File: src/rtl/seg_scan_ctrl.sv
// Time-multiplexed 7-segment scan controller: one digit slot per SCAN_DIV clocks,
// frame-coherent input snapshot, leading-zero suppression and a blanking guard per slot.
module seg_scan_ctrl #(
   parameter int DIGITS      = 6,
   parameter int SCAN_DIV    = 50000,
   parameter int BLANK_CYC   = 500,
   parameter int SEL_ACT_LOW = 1,
   parameter int SEG_ACT_LOW = 1,
   localparam int IDX_W      = (DIGITS > 1) ? $clog2(DIGITS) : 1
) (
   input  logic                  clk,
   input  logic                  rst_n,
   input  logic [4*DIGITS-1:0]   disp_data,
   input  logic [DIGITS-1:0]     disp_dp,
   input  logic [DIGITS-1:0]     digit_en,
   input  logic                  lz_en,
   output logic [DIGITS-1:0]     seg_sel,
   output logic [7:0]            seg_led,
   output logic [IDX_W-1:0]      scan_idx,
   output logic                  frame_tick
);

   localparam int DIV_W = $clog2(SCAN_DIV);
   localparam logic [DIV_W-1:0]  DIV_LAST = DIV_W'(SCAN_DIV - 1);
   localparam logic [DIV_W-1:0]  BLANK_V  = DIV_W'(BLANK_CYC);
   localparam logic [IDX_W-1:0]  IDX_LAST = IDX_W'(DIGITS - 1);
   localparam logic [DIGITS-1:0] SEL_INV  = {DIGITS{SEL_ACT_LOW != 0}};
   localparam logic [7:0]        SEG_INV  = {8{SEG_ACT_LOW != 0}};

   logic [DIV_W-1:0]    div_cnt_q, div_cnt_d;
   logic [IDX_W-1:0]    scan_idx_q, scan_idx_d;
   logic [4*DIGITS-1:0] snap_data_q;
   logic [DIGITS-1:0]   snap_dp_q;
   logic [DIGITS-1:0]   snap_en_q;
   logic                snap_lz_q;
   logic                frame_tick_q;
   logic [DIGITS-1:0]   seg_sel_q, seg_sel_d;
   logic [7:0]          seg_led_q, seg_led_d;

   logic                frame_start;
   logic                slot_end;
   logic [4*DIGITS-1:0] eff_data;
   logic [DIGITS-1:0]   eff_dp;
   logic [DIGITS-1:0]   eff_en;
   logic                eff_lz;
   logic [DIGITS-1:0]   supp;
   logic                zero_above;
   logic [3:0]          cur_nib;
   logic                cur_dp;
   logic                cur_on;
   logic [DIGITS-1:0]   sel_hot;
   logic                lit;

   function automatic logic [6:0] seg7(input logic [3:0] nib);
      logic [6:0] s;
      case (nib)
         4'h0: s = 7'h3F;
         4'h1: s = 7'h06;
         4'h2: s = 7'h5B;
         4'h3: s = 7'h4F;
         4'h4: s = 7'h66;
         4'h5: s = 7'h6D;
         4'h6: s = 7'h7D;
         4'h7: s = 7'h07;
         4'h8: s = 7'h7F;
         4'h9: s = 7'h6F;
         4'hA: s = 7'h77;
         4'hB: s = 7'h7C;
         4'hC: s = 7'h39;
         4'hD: s = 7'h5E;
         4'hE: s = 7'h79;
         default: s = 7'h71;
      endcase
      return s;
   endfunction

   assign frame_start = (div_cnt_q == '0) && (scan_idx_q == '0);
   assign slot_end    = (div_cnt_q == DIV_LAST);

   always_comb begin
      div_cnt_d  = slot_end ? '0 : div_cnt_q + 1'b1;
      scan_idx_d = scan_idx_q;
      if (slot_end) begin
         scan_idx_d = (scan_idx_q == IDX_LAST) ? '0 : scan_idx_q + 1'b1;
      end
   end

   // At frame start the snapshot is loading on this edge, so decode straight from the inputs.
   assign eff_data = frame_start ? disp_data : snap_data_q;
   assign eff_dp   = frame_start ? disp_dp   : snap_dp_q;
   assign eff_en   = frame_start ? digit_en  : snap_en_q;
   assign eff_lz   = frame_start ? lz_en     : snap_lz_q;

   always_comb begin
      zero_above = 1'b1;
      supp       = '0;
      for (int i = DIGITS - 1; i >= 1; i--) begin
         zero_above = zero_above && (eff_data[4*i +: 4] == 4'h0);
         supp[i]    = eff_lz && zero_above && !eff_dp[i];
      end
   end

   always_comb begin
      cur_nib = 4'h0;
      cur_dp  = 1'b0;
      cur_on  = 1'b0;
      sel_hot = '0;
      for (int i = 0; i < DIGITS; i++) begin
         if (scan_idx_q == IDX_W'(i)) begin
            cur_nib    = eff_data[4*i +: 4];
            cur_dp     = eff_dp[i];
            cur_on     = eff_en[i] && !supp[i];
            sel_hot[i] = 1'b1;
         end
      end
   end

   assign lit = cur_on && (div_cnt_q >= BLANK_V);

   always_comb begin
      seg_sel_d = SEL_INV;
      seg_led_d = SEG_INV;
      if (lit) begin
         seg_sel_d = sel_hot ^ SEL_INV;
         seg_led_d = {cur_dp, seg7(cur_nib)} ^ SEG_INV;
      end
   end

   always_ff @(posedge clk or negedge rst_n) begin
      if (!rst_n) begin
         div_cnt_q    <= '0;
         scan_idx_q   <= '0;
         snap_data_q  <= '0;
         snap_dp_q    <= '0;
         snap_en_q    <= '0;
         snap_lz_q    <= 1'b0;
         frame_tick_q <= 1'b0;
         seg_sel_q    <= SEL_INV;
         seg_led_q    <= SEG_INV;
      end else begin
         div_cnt_q    <= div_cnt_d;
         scan_idx_q   <= scan_idx_d;
         frame_tick_q <= frame_start;
         seg_sel_q    <= seg_sel_d;
         seg_led_q    <= seg_led_d;
         if (frame_start) begin
            snap_data_q <= disp_data;
            snap_dp_q   <= disp_dp;
            snap_en_q   <= digit_en;
            snap_lz_q   <= lz_en;
         end
      end
   end

   assign seg_sel    = seg_sel_q;
   assign seg_led    = seg_led_q;
   assign scan_idx   = scan_idx_q;
   assign frame_tick = frame_tick_q;

endmodule

File: config.mk
export PLATFORM = sky130hd
export DESIGN_NAME = seg_scan_ctrl
export DESIGN_NICKNAME = d
export VERILOG_FILES = /design/src/rtl/seg_scan_ctrl.sv
export SDC_FILE = /design/constraint.sdc
export NUM_CORES = 1
export LEC_CHECK = 0
export ABC_CLOCK_PERIOD_IN_PS = 7400
export BUFFER_PORTS_ARGS = -buffer_cell sky130_fd_sc_hd__buf_2
export CAP_MARGIN = 10
export CELL_PAD_IN_SITES_DETAIL_PLACEMENT = 0
export CELL_PAD_IN_SITES_GLOBAL_PLACEMENT = 1
export CORE_MARGIN = 2
export CORE_UTILIZATION = 35
export DETAILED_ROUTE_END_ITERATION = 10
export PLACE_DENSITY_LB_ADDON = 0.05
export SYNTH_ARGS = -nofsm -noshare
export SYNTH_HDL_FRONTEND = slang
export SYNTH_SLANG_ARGS = --single-unit
File: constraint.sdc
create_clock -name clk -period 7.4 [get_ports clk]
set_input_delay 0.37 -clock clk [delete_from_list [all_inputs] [get_ports clk]]
set_output_delay 0.37 -clock clk [all_outputs]
set_load 0.1 [all_outputs]
==> results.yml, run 1 <==
run_status:
  status: "complete, no violations"
timing:
  max_slew_margin_pct: 39.5
  hold_viol_final: 0
  drv_slew: 0
  fin_setup_tns_ps: 0
  worstMarginPinSlew_ps: 907
  setup_viol: 0
  rsz0062_at_grt: "no"
  fmax_mhz: 244
  period_needed_ps: 4090
  fin_worst_skew_ps: 9.59
  fin_crit_sh_pct: 55.3
  finalWorstSetupSlack_ps: 3310
grt:
  gr-total-overflow: 0
  grt.total_usage_pct: 17.5
  first_global_vias: 2850
  grt_pass1_wl_mm: 15.3
  grt_max_degree: 72
  antenna_found_initial: 0
clock_network:
  numCtsBuffers: 9
  hold_buffers: 0
  clockBufferDepth: 2
  cts_resized: 0
  insertion_delay_ps: 350
  cts_root_buf: "clkbuf_8"
  cts_max_level: 3
  cts.sinks: 71
  cts_tree: "done"
  cts_setup_buffers: 0
  cts.reportedPaths.clkPinSlew_ps: 80
synth:
  synth_compound_area_share_pct: 11.4
  ys.flop_type: "dfrtp_1"
  synthAdderAreaFrac_pct: 3.03
  ys_types: 63
  synth-edff-count: 0
  syn_area_mm2: 0.00372
  synth_top_family_by_area: "simple AND/OR/NAND/NOR gates"
  muxShareOfSynthArea_pct: 14.6
  synth_cells: 331
  yosys.area.top_type: "dfrtp_1"
  synth.area.top_cells: "dfrtp_1 (38%), mux2_2 (11%), dfstp_2 (9.9%), ha_1 (3.0%), nand2_1 (2.8%)"
  avgSynthCellArea_um2: 11.2
  synth_fp_nets: 379
  async_flop_share_pct: 100
  yosysWarnings: 0
  synth_top_cell_area_share_pct: 38.4
  synth-xor-area-share_pct: 3.53
  synth-simple-area-share_pct: 16.0
  ys_seq_area_share_pct: 48.3
  synth-seq-cells: 71
final_layout:
  syn_to_final_growth_pct: 15.1
  fin_util_pct: 41.4
  antenna_cells: 0
  nets: 435
  drive_gt1_share_pct: 34.9
flow_run:
  maxCapViolations: 0
floorplanning:
  die-area_mm2: 0.0115
  die_y_um: 107
  num_rows: 37
  start_util_pct: 36.0
  die-width_um: 107
  design.core.area_mm2: 0.0103
  io_pins: 57
critical_path:
  cp-end-kind: "flop"
  worst_ep_arrival_time_ps: 4360
  critPathKind: "flop to flop"
  max_stage_delay_ps: 670
  crit_path_top_delay_cell: "dfrtp_1"
  path_cells: "clkinv_1 > nand2_1 > nor2_8 > mux2_2 > or2_2 > a31oi_1 > inv_1 > ha_1 > or3_1 > o221ai_1 > nand2_1"
  path_max_fanout: 41
  cp-start-kind: "flop"
  cpMostUsedCell: "nand2_1"
  worstPathRequired_ps: 7670
route:
  routed_via_density: 5.17
  post_drt_wl_per_cell_um: 17.3
  wirelength_mm: 9.11
  first_pass_iters: 4
  drt_iter0_drc: 132
  drc_errors: 0
  antenna_left: 0
  vias: 2729
placed_design:
  place_congestion: 0.799
  port_buffers: 56
  place_ws_ps: 3280
  hpwl_mm: 6.60
power_and_ir_drop:
  powerDensity_mw_per_mm2: 170
  ir_drop_v: 0.0000641
  leakage_nw: 1.77
hold_path:
  hp-class: "primary input to asynchronous set/reset pin"
worst paths after layout:
| path | from | cells past startpoint | to | slack, ps |
|---|---|---|---|---|
| hold / removal | rst_n | 2 | snap_data_q[21] | 230 |
| min in group clk | disp_data[22] | 3 | snap_data_q[22] | 250 |
| setup reg to reg | scan_idx[0] | 11 | seg_led[0] | 3310 |
| hold reg to reg | div_cnt_q[0] | 1 | div_cnt_q[0] | 500 |
| max in group asynchronous | rst_n | 2 | div_cnt_q[5] | 6580 |
| setup / recovery | scan_idx[0] | 11 | seg_led[0] | 3310 |
cell usage in the layout (no fill, tap or decap), drive strengths merged, types with 2 or more instances in the layout:
cell type and count:
nand2 28, dfrtp 57, a311oi 2, nand4 2, nor4 9, nor4b 4, a21oi 13, a32oi 2
clkinv 4, or4 3, xnor2 8, dfstp 14, mux2i 9, nor2b 2, and3 4, nor2 24
a211oi 3, o21ai 10, a211o 2, xor2 7, o2111ai 2, clkbuf 12, o211ai 2, o311ai 3
inv 12, ha 9, nand3 14, o221ai 2, nand3b 2, or3 2, a22oi 3, mux2 39
nor3 6, buf 59, a31oi 3
final cells by class:
type / count / area, um^2
Fill cell: 1019 / 6040
Multi-Input combinational cell: 233 / 1810
Sequential cell: 71 / 1790
Timing Repair Buffer: 59 / 303
Tap cell: 136 / 170
Clock buffer: 12 / 135
Inverter: 13 / 48.8
Clock inverter: 4 / 22.5
Yosys cell counts, drive strengths merged (7+ instances only):
cell,count
clkbuf,8
dfstp,14
dfrtp,57
xor2,7
ha,9
nand2,28
xnor2,8
a21oi,13
nor4,9
nand3,14
o21ai,10
mux2i,9
inv,12
nor2,24
mux2,39
logic make-up (layout without fill, tap and decap cells):
group | Yosys count | after routing
AOI/OAI and AO/OA | 56 | 56
xor gates and xnor gates | 15 | 15
adders and majority gates | 9 | 9
buffers and inverters | 27 | 88
DFF | 71 | 71
muxes | 48 | 48
and+or+nand+nor | 105 | 105
stage by stage:
step	cells	total power [mW]	hold slack [ps]	cell area [um^2]
6_report	528	0.725	234	4280
3_3_place_gp	512	0.466	480	4120
3_5_place_dp	512	0.467	490	4120
4_1_cts	528	0.737	237	4280
2_1_floorplan	331	0.437	74.4	3720
5_1_grt	528	0.764	249	4280
where the power goes:
group / leakage (nW) / switching (mW) / internal [mW] / total (mW)
logic: 0.843 / 0.0280 / 0.0246 / 0.0527
clock network: 0.0801 / 0.147 / 0.120 / 0.267
registers: 0.843 / 0.00708 / 0.398 / 0.406
total: 1.77 / 0.182 / 0.543 / 0.725
metal layers:
layer	GRT usage [%]	wire length [um]	up-vias
li1	-	-	1313
met1	24.3	4310	1331
met2	26.9	4170	72
met3	3.10	468	13
met4	7.24	163	0
met5	0	0	-
registers in the layout, indices dropped and copies added (netlist names):
name	cells
seg_led	8
frame_tick	1
snap_en_q	6
snap_dp_q	6
scan_idx	3
snap_lz_q	1
seg_sel	6
div_cnt_q	16
snap_data_q	24
critical path: cells and delay by family (launching register included):
family	cells	cell delay [ps]
muxes	1	420
AOI/OAI and AO/OA	2	540
DFF	1	670
and+or+nand+nor	5	1590
adders and majority gates	1	290
buffers and inverters	2	480
Power figures use the tool's default switching activity.
==> run 2, diff against run 1 <==
- ABC_CLOCK_PERIOD_IN_PS: 7400 -> 3940
- clock period: 7.4 -> 3.94 ns (I/O delays scaled with it)
==> results.yml, run 2 (synthesis gave the netlist of run 1 again) <==
run_status:
  status: "complete, no violations"
clock_network:
  cts_max_level: 3
  clockBufferDepth: 2
  cts_resized: 0
  insertion_delay_ps: 350
  cts.reportedPaths.clkPinSlew_ps: 80
  numCtsBuffers: 9
  cts.sinks: 71
  cts_tree: "done"
  cts_setup_buffers: 0
  hold_buffers: 0
  cts_root_buf: "clkbuf_8"
timing:
  fin_worst_skew_ps: 13.1
  worstMarginPinSlew_ps: 1020
  rsz0062_at_grt: "no"
  hold_viol_final: 0
  finalWorstSetupSlack_ps: 572
  period_needed_ps: 3370
  fmax_mhz: 297
  setup_viol: 0
  max_slew_margin_pct: 32.1
  fin_setup_tns_ps: 0
  drv_slew: 0
  fin_crit_sh_pct: 85.5
floorplanning:
  io_pins: 57
  die-area_mm2: 0.0115
  die-width_um: 107
  die_y_um: 107
  num_rows: 37
  design.core.area_mm2: 0.0103
  start_util_pct: 36.0
critical_path:
  worst_ep_arrival_time_ps: 3630
  cp-end-kind: "flop"
  path_max_fanout: 24
  path_cells: "inv_1 > ha_1 > nor4b_4 > nand4_4 > nor2_8 > buf_4 > mux2i_1 > o211a_1 > mux2_4 > a22oi_1 > nand2_1"
  worstPathRequired_ps: 4200
  max_stage_delay_ps: 530
  critPathKind: "flop to flop"
  crit_buf_inv: 2
  cp-start-kind: "flop"
  r2r_start: "div_cnt_q[0]"
  crit_path_top_delay_cell: "o211a_1"
  cp_top_family: "simple AND/OR/NAND/NOR gates"
  startpoint: "div_cnt_q[0]"
final_layout:
  nets: 442
  drive_gt1_share_pct: 35.8
  final_cell_mix: "dfrtp_1 (57), buf_2 (56), mux2_2 (35)"
  largest_register_ffs: 24
  max_flop_register: "snap_data_q"
  syn_to_final_growth_pct: 16.7
  final_common_cell: "dfrtp_1"
  antenna_cells: 0
route:
  post_drt_wl_per_cell_um: 17.2
  antenna_left: 0
  routed-wl-met3_um: 452
  first_pass_iters: 4
  wirelength_mm: 9.20
  wl_met1_mm: 4.28
  highest_layer: "met4"
  wl_met2_mm: 4.36
  drt_iter0_drc: 103
  drc_errors: 0
  routed_via_density: 5.16
  vias: 2758
placed_design:
  place_congestion: 0.807
  hpwl_mm: 6.80
  place_ws_ps: 579
  port_buffers: 56
power_and_ir_drop:
  powerDensity_mw_per_mm2: 316
  ir_drop_v: 0.000174
  power.total_mw: 1.37
  leakage_nw: 1.81
hold_path:
  hp-class: "primary input to asynchronous set/reset pin"
grt:
  gr-total-overflow: 0
  grt_max_degree: 46
  antenna_found_initial: 0
  first_global_vias: 2768
  grt_pass1_wl_mm: 15.2
  grt.total_usage_pct: 17.6
flow_run:
  maxCapViolations: 0
-- run 2: through the flow --
step	hold slack, ps	instance area, um^2	instances	utilization, %
after CTS	50.8	4340	535	42.0
after global routing	64.8	4340	535	42.0
after floorplan	-98.6	3720	331	-
after global placement	432	4170	519	40.4
final	22.6	4340	535	42.0
after detailed placement	434	4170	519	40.4
-- run 2: area by class of cell --
type,count,area (um^2)
clock buffer,14,153
clock inverter,2,10.0
fill,1052,5990
inverter,13,48.8
multi-input combinational,233,1810
sequential,71,1790
tap,136,170
timing repair buffer,66,355
-- run 2: worst reg2reg max path, delay by kind of cell, from the launching register on --
kind / cells / cell delay [ps]
simple gates: 4 / 920
compound gates: 2 / 710
mux: 2 / 640
buf+inv: 2 / 450
flops: 1 / 410
fa+ha+maj: 1 / 150
-- run 2: power by group --
group,switching (mW),internal [mW]
clock,0.262,0.245
combinational,0.0537,0.0476
sequential,0.0124,0.749
-- run 2: layer usage --
metal | global-route usage, % | vias to the layer above
met1 | 23.4 | 1338
li1 | - | 1331
met2 | 28.4 | 78
met3 | 4.44 | 11
met5 | 0 | -
met4 | 5.29 | 0
-- run 2: final timing paths --
kind / to / slack (ps) / cells after the start
setup reg to reg: seg_led[5] / 570 / 11
min in group clk: snap_en_q[2] / 80 / 2
hold / removal: snap_en_q[5] / 20 / 1
setup / recovery: seg_led[5] / 570 / 11
max in group asynchronous: snap_lz_q / 2980 / 2
hold reg to reg: div_cnt_q[0] / 490 / 1
